===== config.mk =====
export PLATFORM = sky130hd
export DESIGN_NAME = vga_timing_gen
export DESIGN_NICKNAME = d
export VERILOG_FILES = /design/src/rtl/vga_timing_pkg.sv /design/src/rtl/vga_axis_counter.sv /design/src/rtl/vga_timing_gen.sv
export SDC_FILE = /design/constraint.sdc
export NUM_CORES = 1
export LEC_CHECK = 0
export CELL_PAD_IN_SITES_DETAIL_PLACEMENT = 0
export CELL_PAD_IN_SITES_GLOBAL_PLACEMENT = 1
export CORE_ASPECT_RATIO = 1.75
export CORE_MARGIN = 5
export CORE_UTILIZATION = 34
export DETAILED_ROUTE_END_ITERATION = 8
export PLACE_DENSITY = 0.71
export SETUP_SLACK_MARGIN = 0.2
export SYNTH_ARGS = -nofsm -noshare
export SYNTH_HDL_FRONTEND = slang
export SYNTH_SLANG_ARGS = --single-unit

===== constraint.sdc =====
create_clock -name clk_pix -period 1.8 [get_ports clk_pix]
set_input_delay 0.27 -clock clk_pix [delete_from_list [all_inputs] [get_ports clk_pix]]
set_output_delay 0.27 -clock clk_pix [all_outputs]
set_load 0.01 [all_outputs]

===== src/rtl/vga_timing_pkg.sv =====
// Shared types and 640x480@60 default timing for the raster timing generator.
package vga_timing_pkg;

  typedef enum logic [1:0] {
    PH_ACTIVE,
    PH_FRONT,
    PH_SYNC,
    PH_BACK
  } phase_e;

  localparam int DEF_H_ACTIVE = 640;
  localparam int DEF_H_FP     = 16;
  localparam int DEF_H_SYNC   = 96;
  localparam int DEF_H_BP     = 48;
  localparam int DEF_V_ACTIVE = 480;
  localparam int DEF_V_FP     = 10;
  localparam int DEF_V_SYNC   = 2;
  localparam int DEF_V_BP     = 33;

  function automatic int axis_total(input int act, input int fp, input int syn, input int bp);
    return act + fp + syn + bp;
  endfunction

endpackage


===== src/rtl/vga_axis_counter.sv =====
// One raster axis: position counter plus ACTIVE/FRONT/SYNC/BACK phase FSM, both
// stepped together on 'adv'; 'wrap' flags the last position of the axis.
module vga_axis_counter
  import vga_timing_pkg::*;
#(
  parameter int   ACTIVE = DEF_H_ACTIVE,
  parameter int   FP     = DEF_H_FP,
  parameter int   SYNC   = DEF_H_SYNC,
  parameter int   BP     = DEF_H_BP,
  parameter logic POL    = 1'b0,
  parameter int   CNT_W  = 10
) (
  input  logic             clk_pix,
  input  logic             rst_n,
  input  logic             adv,
  output logic [CNT_W-1:0] cnt,
  output logic             sync,
  output logic             wrap,
  output logic             active_next
);

  localparam int TOTAL = axis_total(ACTIVE, FP, SYNC, BP);
  localparam logic [CNT_W-1:0] LAST_ACT  = CNT_W'(ACTIVE - 1);
  localparam logic [CNT_W-1:0] LAST_FP   = CNT_W'(ACTIVE + FP - 1);
  localparam logic [CNT_W-1:0] LAST_SYNC = CNT_W'(ACTIVE + FP + SYNC - 1);
  localparam logic [CNT_W-1:0] LAST      = CNT_W'(TOTAL - 1);

  if (ACTIVE < 1 || FP < 1 || SYNC < 1 || BP < 1) begin : g_bad_field
    $error("vga_axis_counter: every timing field must be >= 1");
  end
  if (TOTAL - 1 >= (2 ** CNT_W)) begin : g_bad_width
    $error("vga_axis_counter: CNT_W too narrow for the axis total");
  end

  logic [CNT_W-1:0] cnt_reg, cnt_next;
  phase_e           phase_reg, phase_next;
  logic             sync_reg, sync_next;

  always_ff @(posedge clk_pix or negedge rst_n) begin
    if (!rst_n) begin
      cnt_reg   <= LAST;
      phase_reg <= PH_BACK;
      sync_reg  <= ~POL;
    end else begin
      cnt_reg   <= cnt_next;
      phase_reg <= phase_next;
      sync_reg  <= sync_next;
    end
  end

  assign wrap = (cnt_reg == LAST);

  // Phase moves on the same step that crosses its boundary, so syncs never lag the count.
  always_comb begin
    cnt_next   = cnt_reg;
    phase_next = phase_reg;
    if (adv) begin
      cnt_next = wrap ? '0 : cnt_reg + CNT_W'(1);
      case (phase_reg)
        PH_ACTIVE: if (cnt_reg == LAST_ACT)  phase_next = PH_FRONT;
        PH_FRONT:  if (cnt_reg == LAST_FP)   phase_next = PH_SYNC;
        PH_SYNC:   if (cnt_reg == LAST_SYNC) phase_next = PH_BACK;
        PH_BACK:   if (wrap)                 phase_next = PH_ACTIVE;
        default:                             phase_next = PH_BACK;
      endcase
    end
    sync_next   = (phase_next == PH_SYNC) ? POL : ~POL;
    active_next = (phase_next == PH_ACTIVE);
  end

  assign cnt  = cnt_reg;
  assign sync = sync_reg;

endmodule


===== src/rtl/vga_timing_gen.sv =====
// Raster timing generator: registered, mutually aligned coordinates, syncs and strobes.
// Optional frame counter built only when VTG_FRAME_CNT_EN is defined.
module vga_timing_gen
  import vga_timing_pkg::*;
#(
  parameter int   H_ACTIVE = DEF_H_ACTIVE,
  parameter int   H_FP     = DEF_H_FP,
  parameter int   H_SYNC   = DEF_H_SYNC,
  parameter int   H_BP     = DEF_H_BP,
  parameter int   V_ACTIVE = DEF_V_ACTIVE,
  parameter int   V_FP     = DEF_V_FP,
  parameter int   V_SYNC   = DEF_V_SYNC,
  parameter int   V_BP     = DEF_V_BP,
  parameter logic H_POL    = 1'b0,
  parameter logic V_POL    = 1'b0,
  parameter int   CNT_W    = 10,
  parameter int   FRAME_W  = 8
) (
  input  logic               clk_pix,
  input  logic               rst_n,
  input  logic               ce,
  output logic [CNT_W-1:0]   pixel_x,
  output logic [CNT_W-1:0]   pixel_y,
  output logic               hsync,
  output logic               vsync,
  output logic               video_active,
  output logic               line_start,
  output logic               frame_start,
  output logic [FRAME_W-1:0] frame_cnt
);

  logic h_wrap, v_wrap, h_active_next, v_active_next, v_adv;
  logic video_active_reg, line_start_reg, frame_start_reg;
  logic line_start_next, frame_start_next;

  assign v_adv = ce & h_wrap;

  vga_axis_counter #(
    .ACTIVE(H_ACTIVE), .FP(H_FP), .SYNC(H_SYNC), .BP(H_BP), .POL(H_POL), .CNT_W(CNT_W)
  ) u_h_axis (
    .clk_pix    (clk_pix),
    .rst_n      (rst_n),
    .adv        (ce),
    .cnt        (pixel_x),
    .sync       (hsync),
    .wrap       (h_wrap),
    .active_next(h_active_next)
  );

  vga_axis_counter #(
    .ACTIVE(V_ACTIVE), .FP(V_FP), .SYNC(V_SYNC), .BP(V_BP), .POL(V_POL), .CNT_W(CNT_W)
  ) u_v_axis (
    .clk_pix    (clk_pix),
    .rst_n      (rst_n),
    .adv        (v_adv),
    .cnt        (pixel_y),
    .sync       (vsync),
    .wrap       (v_wrap),
    .active_next(v_active_next)
  );

  // Strobes derive from the step being taken, so they drop on any edge without ce.
  assign line_start_next  = ce & h_wrap;
  assign frame_start_next = ce & h_wrap & v_wrap;

  always_ff @(posedge clk_pix or negedge rst_n) begin
    if (!rst_n) begin
      video_active_reg <= 1'b0;
      line_start_reg   <= 1'b0;
      frame_start_reg  <= 1'b0;
    end else begin
      video_active_reg <= h_active_next & v_active_next;
      line_start_reg   <= line_start_next;
      frame_start_reg  <= frame_start_next;
    end
  end

  assign video_active = video_active_reg;
  assign line_start   = line_start_reg;
  assign frame_start  = frame_start_reg;

`ifdef VTG_FRAME_CNT_EN
  logic [FRAME_W-1:0] frame_cnt_reg;

  always_ff @(posedge clk_pix or negedge rst_n) begin
    if (!rst_n) begin
      frame_cnt_reg <= '0;
    end else if (frame_start_next) begin
      frame_cnt_reg <= frame_cnt_reg + FRAME_W'(1);
    end
  end

  assign frame_cnt = frame_cnt_reg;
`else
  assign frame_cnt = '0;
`endif

endmodule


Yosys cells after proc, flatten, opt, wreduce, memory -nomap -nowiden
Index checks and enable logic that the tools add are counted.
{"block": "totals", "register_bits": 29, "latchBits": 0, "ramBits": 0, "rom_bits": 0, "out_inout_bits": 33, "word_cells": 50, "memories": 0}
{"block": "op_classes", "n_addsub": 2, "mul": 0, "div": 0, "order_cmp": 0, "n_eq_ne": 16, "shifts": 0, "mux": 16, "bitwise_logic": 3, "n_reduce_logical": 4}
{"cell": "$eq 10x10->1 const B", "count": 5}
{"cell": "$eq 10x9->1 const B", "count": 3}
{"cell": "$add 10x1->10 const B", "count": 2}
{"cell": "$mux 10", "count": 2}
{"cell": "$mux 2", "count": 10}
{"cell": "$pmux 2 s4", "count": 2}
{"cell": "$eq 2x2->1 const B", "count": 6}
{"cell": "$logic_not 2->1", "count": 4}
{"cell": "$eq 2x1->1 const B", "count": 2}
{"cell": "$and 1x1->1", "count": 3}
{"cell": "$mux 1", "count": 2}

Depth between registers and ports, before layout
{"block": "logic_depth", "ltp_word": 6, "depth_mapped": 9, "mapped_depth_nobuf": 7}

Hierarchy
Synthesis repeated with hierarchy kept, for this count alone.
{"block": "unflattened", "hier_cells": 151, "hier_area_um2": 1619.1}
{"mod": "vga_axis_counter (u_h_axis)", "n_inst": 1, "cells_per_inst": 68, "area_per_inst_um2": 740.7}
{"mod": "vga_axis_counter (u_v_axis)", "n_inst": 1, "cells_per_inst": 68, "area_per_inst_um2": 720.7}
{"mod": "vga_timing_gen", "n_inst": 1, "cells_per_inst": 15, "area_per_inst_um2": 157.7}

Worst setup path before layout
Ideal clock, no wire load.
{"block": "synth_timing", "kind": "register to register", "startpoint": "register u_h_axis.cnt_reg[0], in the netlist u_h_axis.cnt[0]", "endpoint": "register video_active_reg, in the netlist video_active", "setup_time_ns": 0.124, "t_arrival_ns": 1.867, "slack_ns": -0.191, "stages_incl_launch_ff": 8, "path_buffers": 1, "path_cell_list": "dfstp_2 > ha_1 > and4_1 > buf_4 > nand3_4 > or4_4 > o211ai_1 > a21oi_1"}
{"block": "synth_between", "elab_chain_cells": 6, "word_cells_on_any_way": 15, "classes_between": "eq/ne (4); mux (7); bitwise (2); reduce/logical (2)"}
{"element": "start, declared", "line": "vga_axis_counter.sv:35", "rtl": "logic [CNT_W-1:0] cnt_reg, cnt_next;"}
{"element": "start signal, assigned", "line": "vga_axis_counter.sv:45", "rtl": "cnt_reg <= cnt_next;"}
{"element": "$eq 10x10->1 (on tied branches)"}
{"element": "$mux 2 (on tied branches)"}
{"element": "$pmux 2 s4", "line": "vga_axis_counter.sv:59", "rtl": "case (phase_reg)"}
{"element": "$mux 2", "line": "vga_axis_counter.sv:57", "rtl": "if (adv) begin"}
{"element": "$logic_not 2->1", "line": "vga_axis_counter.sv:68", "rtl": "active_next = (phase_next == PH_ACTIVE);"}
{"element": "$and 1x1->1 (*)", "line": "vga_timing_gen.sv:72", "rtl": "video_active_reg <= h_active_next & v_active_next;"}
{"element": "end signal, assigned", "line": "vga_timing_gen.sv:72"}
{"element": "end, declared", "line": "vga_timing_gen.sv:33", "rtl": "logic video_active_reg, line_start_reg, frame_start_reg;"}
Mark *: on every way between the ends. The rest lies on a longest branch, timed or not.
A chain may end at the register's enable or synchronous reset.

Final worst setup path
{"block": "layout_timing", "startpoint": "register u_h_axis.cnt_reg[1], in the netlist u_h_axis.cnt[1]", "endpoint": "register u_v_axis.phase_reg[0]"}
{"block": "layout_between", "elab_chain_cells": 3}
{"element": "$eq 10x10->1", "line": "vga_axis_counter.sv:51", "rtl": "assign wrap = (cnt_reg == LAST);"}
{"element": "$and 1x1->1", "line": "vga_timing_gen.sv:36", "rtl": "assign v_adv = ce & h_wrap;"}
{"element": "$mux 2", "line": "vga_axis_counter.sv:57"}
{"element": "named net u_v_axis.phase_next[0]", "line": "vga_axis_counter.sv:36", "rtl": "phase_e phase_reg, phase_next;"}
{"element": "end signal, assigned", "line": "vga_axis_counter.sv:46", "rtl": "phase_reg <= phase_next;"}
{"element": "end, declared", "line": "vga_axis_counter.sv:36"}
The timed path passes the listed nets, and every way through them passes these cells.

==> results.json <==
{
  "initial_core_util": 0.349,
  "syn_inst": 170,
  "diodes": 0,
  "synth-seq-area-share": 0.458,
  "cts_hold_buf": 0,
  "die_w_um": 62.3,
  "first_pass_iters": 4,
  "grt_usage": 0.141,
  "cts.sinks": 29,
  "synth_ff_type": "dfstp_2",
  "grt_overflow": 0,
  "antenna_found_initial": 0,
  "layout_commonest_cell": "buf_4",
  "vias_per_cell": 4.97,
  "synth_edf_count": 0,
  "clk_latency_ps": 280,
  "syn2layout_area_growth_pct": 54.6,
  "cts_tree": "done",
  "hold_class": "in -> async",
  "power_mw": 1.97,
  "dieArea_um2": 6320,
  "critPathRequiredTime_ps": 2010,
  "endpoint_kind": "register",
  "cp_max_fo": 6,
  "synth-seq-cells": 29,
  "status": "finished, final reports clean",
  "period_minus_slack_ps": 1790,
  "htreeDepth": 2,
  "crit_path_start_kind": "register",
  "grt_pass1_vias": 1584,
  "ant_nets": 0,
  "critPathKind": "reg -> reg",
  "vdd_drop_max_v": 0.000893,
  "yosysUniqueCellTypes": 46,
  "wirelength_um": 4310,
  "hpwl_um": 3060,
  "gp_congestion": 0.911,
  "cts_buffers": 5,
  "p_leak_nw": 1.15,
  "nFillCells": 442,
  "grt_max_degree": 30,
  "clk_path_buf_depth": 2,
  "slew_violations": 0,
  "rows": 33,
  "power.density_nw_per_um2": 785,
  "wl_per_cell_um": 14.6,
  "synth_area_um2": 1630,
  "final_cell_mix": "buf_4, nand2_1, dfstp_2, dlygate4sd2_1",
  "finalSetupViolCount": 0,
  "dr.first_iter.drc_count": 24,
  "io_pins": 36,
  "cp.arrival_ps": 2000,
  "routed-via-count": 1467,
  "avgSynthCellArea_um2": 9.57,
  "fin_crit_sh": 0.995,
  "fin_hold_ws_ps": 374,
  "rsz0062_at_grt": "true",
  "hold_viol": 0,
  "drc_errors": 0,
  "finalClockSkew_ps": 5.02,
  "die_h_um": 101,
  "core_um2": 4670,
  "nets": 249,
  "drive_gt1_frac": 0.440,
  "root_buffer": "clkbuf_8",
  "async_flop_share": 1.00,
  "yosysWarningCount": 0,
  "port_buffers": 27,
  "fmax_mhz": 558,
  "grt_pass1_wl_um": 7250,
  "clk_pin_slew_ps": 70,
  "maxCapViolCount": 0
}
[worst paths after layout]
path	cells past startpoint	slack (ps)	endpoint	start
max in group asynchronous	2	1110	u_v_axis.phase_reg[0]$_DFF_PN1_	rst_n
worst max register to register	8	8	u_v_axis.phase_reg[0]$_DFF_PN1_	u_h_axis.cnt[1]$_DFFE_PN1P_
worst min-delay path	2	370	frame_start$_DFF_PN0_	rst_n
worst max-delay path	8	8	u_v_axis.phase_reg[0]$_DFF_PN1_	u_h_axis.cnt[1]$_DFFE_PN1P_
worst min register to register	2	520	u_v_axis.cnt[9]$_DFFE_PN1N_	u_v_axis.cnt[9]$_DFFE_PN1N_
min in group clk_pix	2	520	u_v_axis.cnt[9]$_DFFE_PN1N_	u_v_axis.cnt[9]$_DFFE_PN1N_
[power by group]
part	internal (mW)	leakage [nW]	switching (mW)
Sequential	0.764	0.322	0.0739
Combinational	0.291	0.772	0.259
Clock	0.345	0.0542	0.242
[cell usage after synthesis, drive strengths merged, types with 4 or more instances]
cell type | count | area, um^2
inv | 6 | 22.5
nor2 | 13 | 48.8
o21ai | 9 | 45.0
buf | 12 | 82.6
xnor2 | 8 | 70.1
nand2 | 22 | 82.6
dfrtp | 13 | 325
nand3 | 9 | 57.6
ha | 4 | 50.1
dfstp | 16 | 420
nand4 | 8 | 50.1
[layout make-up]
type	count	area [um^2]	area share
clock buffers	7	96.3	0.0383
clock inverters	1	5.00	0.00199
inverters	6	26.3	0.0104
multi-input cells	127	937	0.373
flip-flops and latches	29	752	0.299
well taps	52	65.1	0.0259
repair buffers	72	626	0.249
repair inverters	1	7.51	0.00299
[cells by family after synthesis]
group                      share of synthesized area
and+or+nand+nor                                0.292
other                                        0.00231
DFF                                            0.458
AOI/OAI and AO/OA                             0.0662
xor gates and xnor gates                      0.0592
buffers and inverters                         0.0715
muxes                                         0.0192
adders and majority gates                     0.0308
[per-stage QoR]
step | instances | worst slack (ps) | setup TNS, ps | instance area, um^2 | util
2_1_floorplan | 177 | -3.05 | -5.65 | 1700 | -
4_1_cts | 288 | 50.5 | 0 | 2400 | 0.515
5_1_grt | 295 | -64.4 | -239 | 2510 | 0.539
3_5_place_dp | 267 | -70.1 | -518 | 2130 | 0.456
6_report | 295 | 8.21 | 0 | 2510 | 0.539
3_3_place_gp | 267 | -25.2 | -87.8 | 2130 | 0.456
[critical path, cell delays in order, from the launching register on]
cell and delay [ps]:
dfstp_2 560, ha_4 140, and4_4 220, nand3_4 90, buf_6 130, clkinvlp_4 100
buf_4 130, a31oi_4 100, and3b_1 260
[what timing repair did]
action / in CTS / in global routing
cloned: 1 / 0
pin swaps: 14 / 12
gates resized for setup: 39 / 18
endpoints found under the setup margin: 34 / 29
buffers inserted: 12 / 7
[routing by layer]
metal  track usage  vias to the layer above  share of wire
met5             0                        -              0
met4        0.0735                        0          0.025
met3        0.0289                        8          0.032
met2         0.264                       26           0.56
met1         0.147                      723           0.38
li1              -                      710              -
Note: power is estimated with default switching activity, not from simulation.
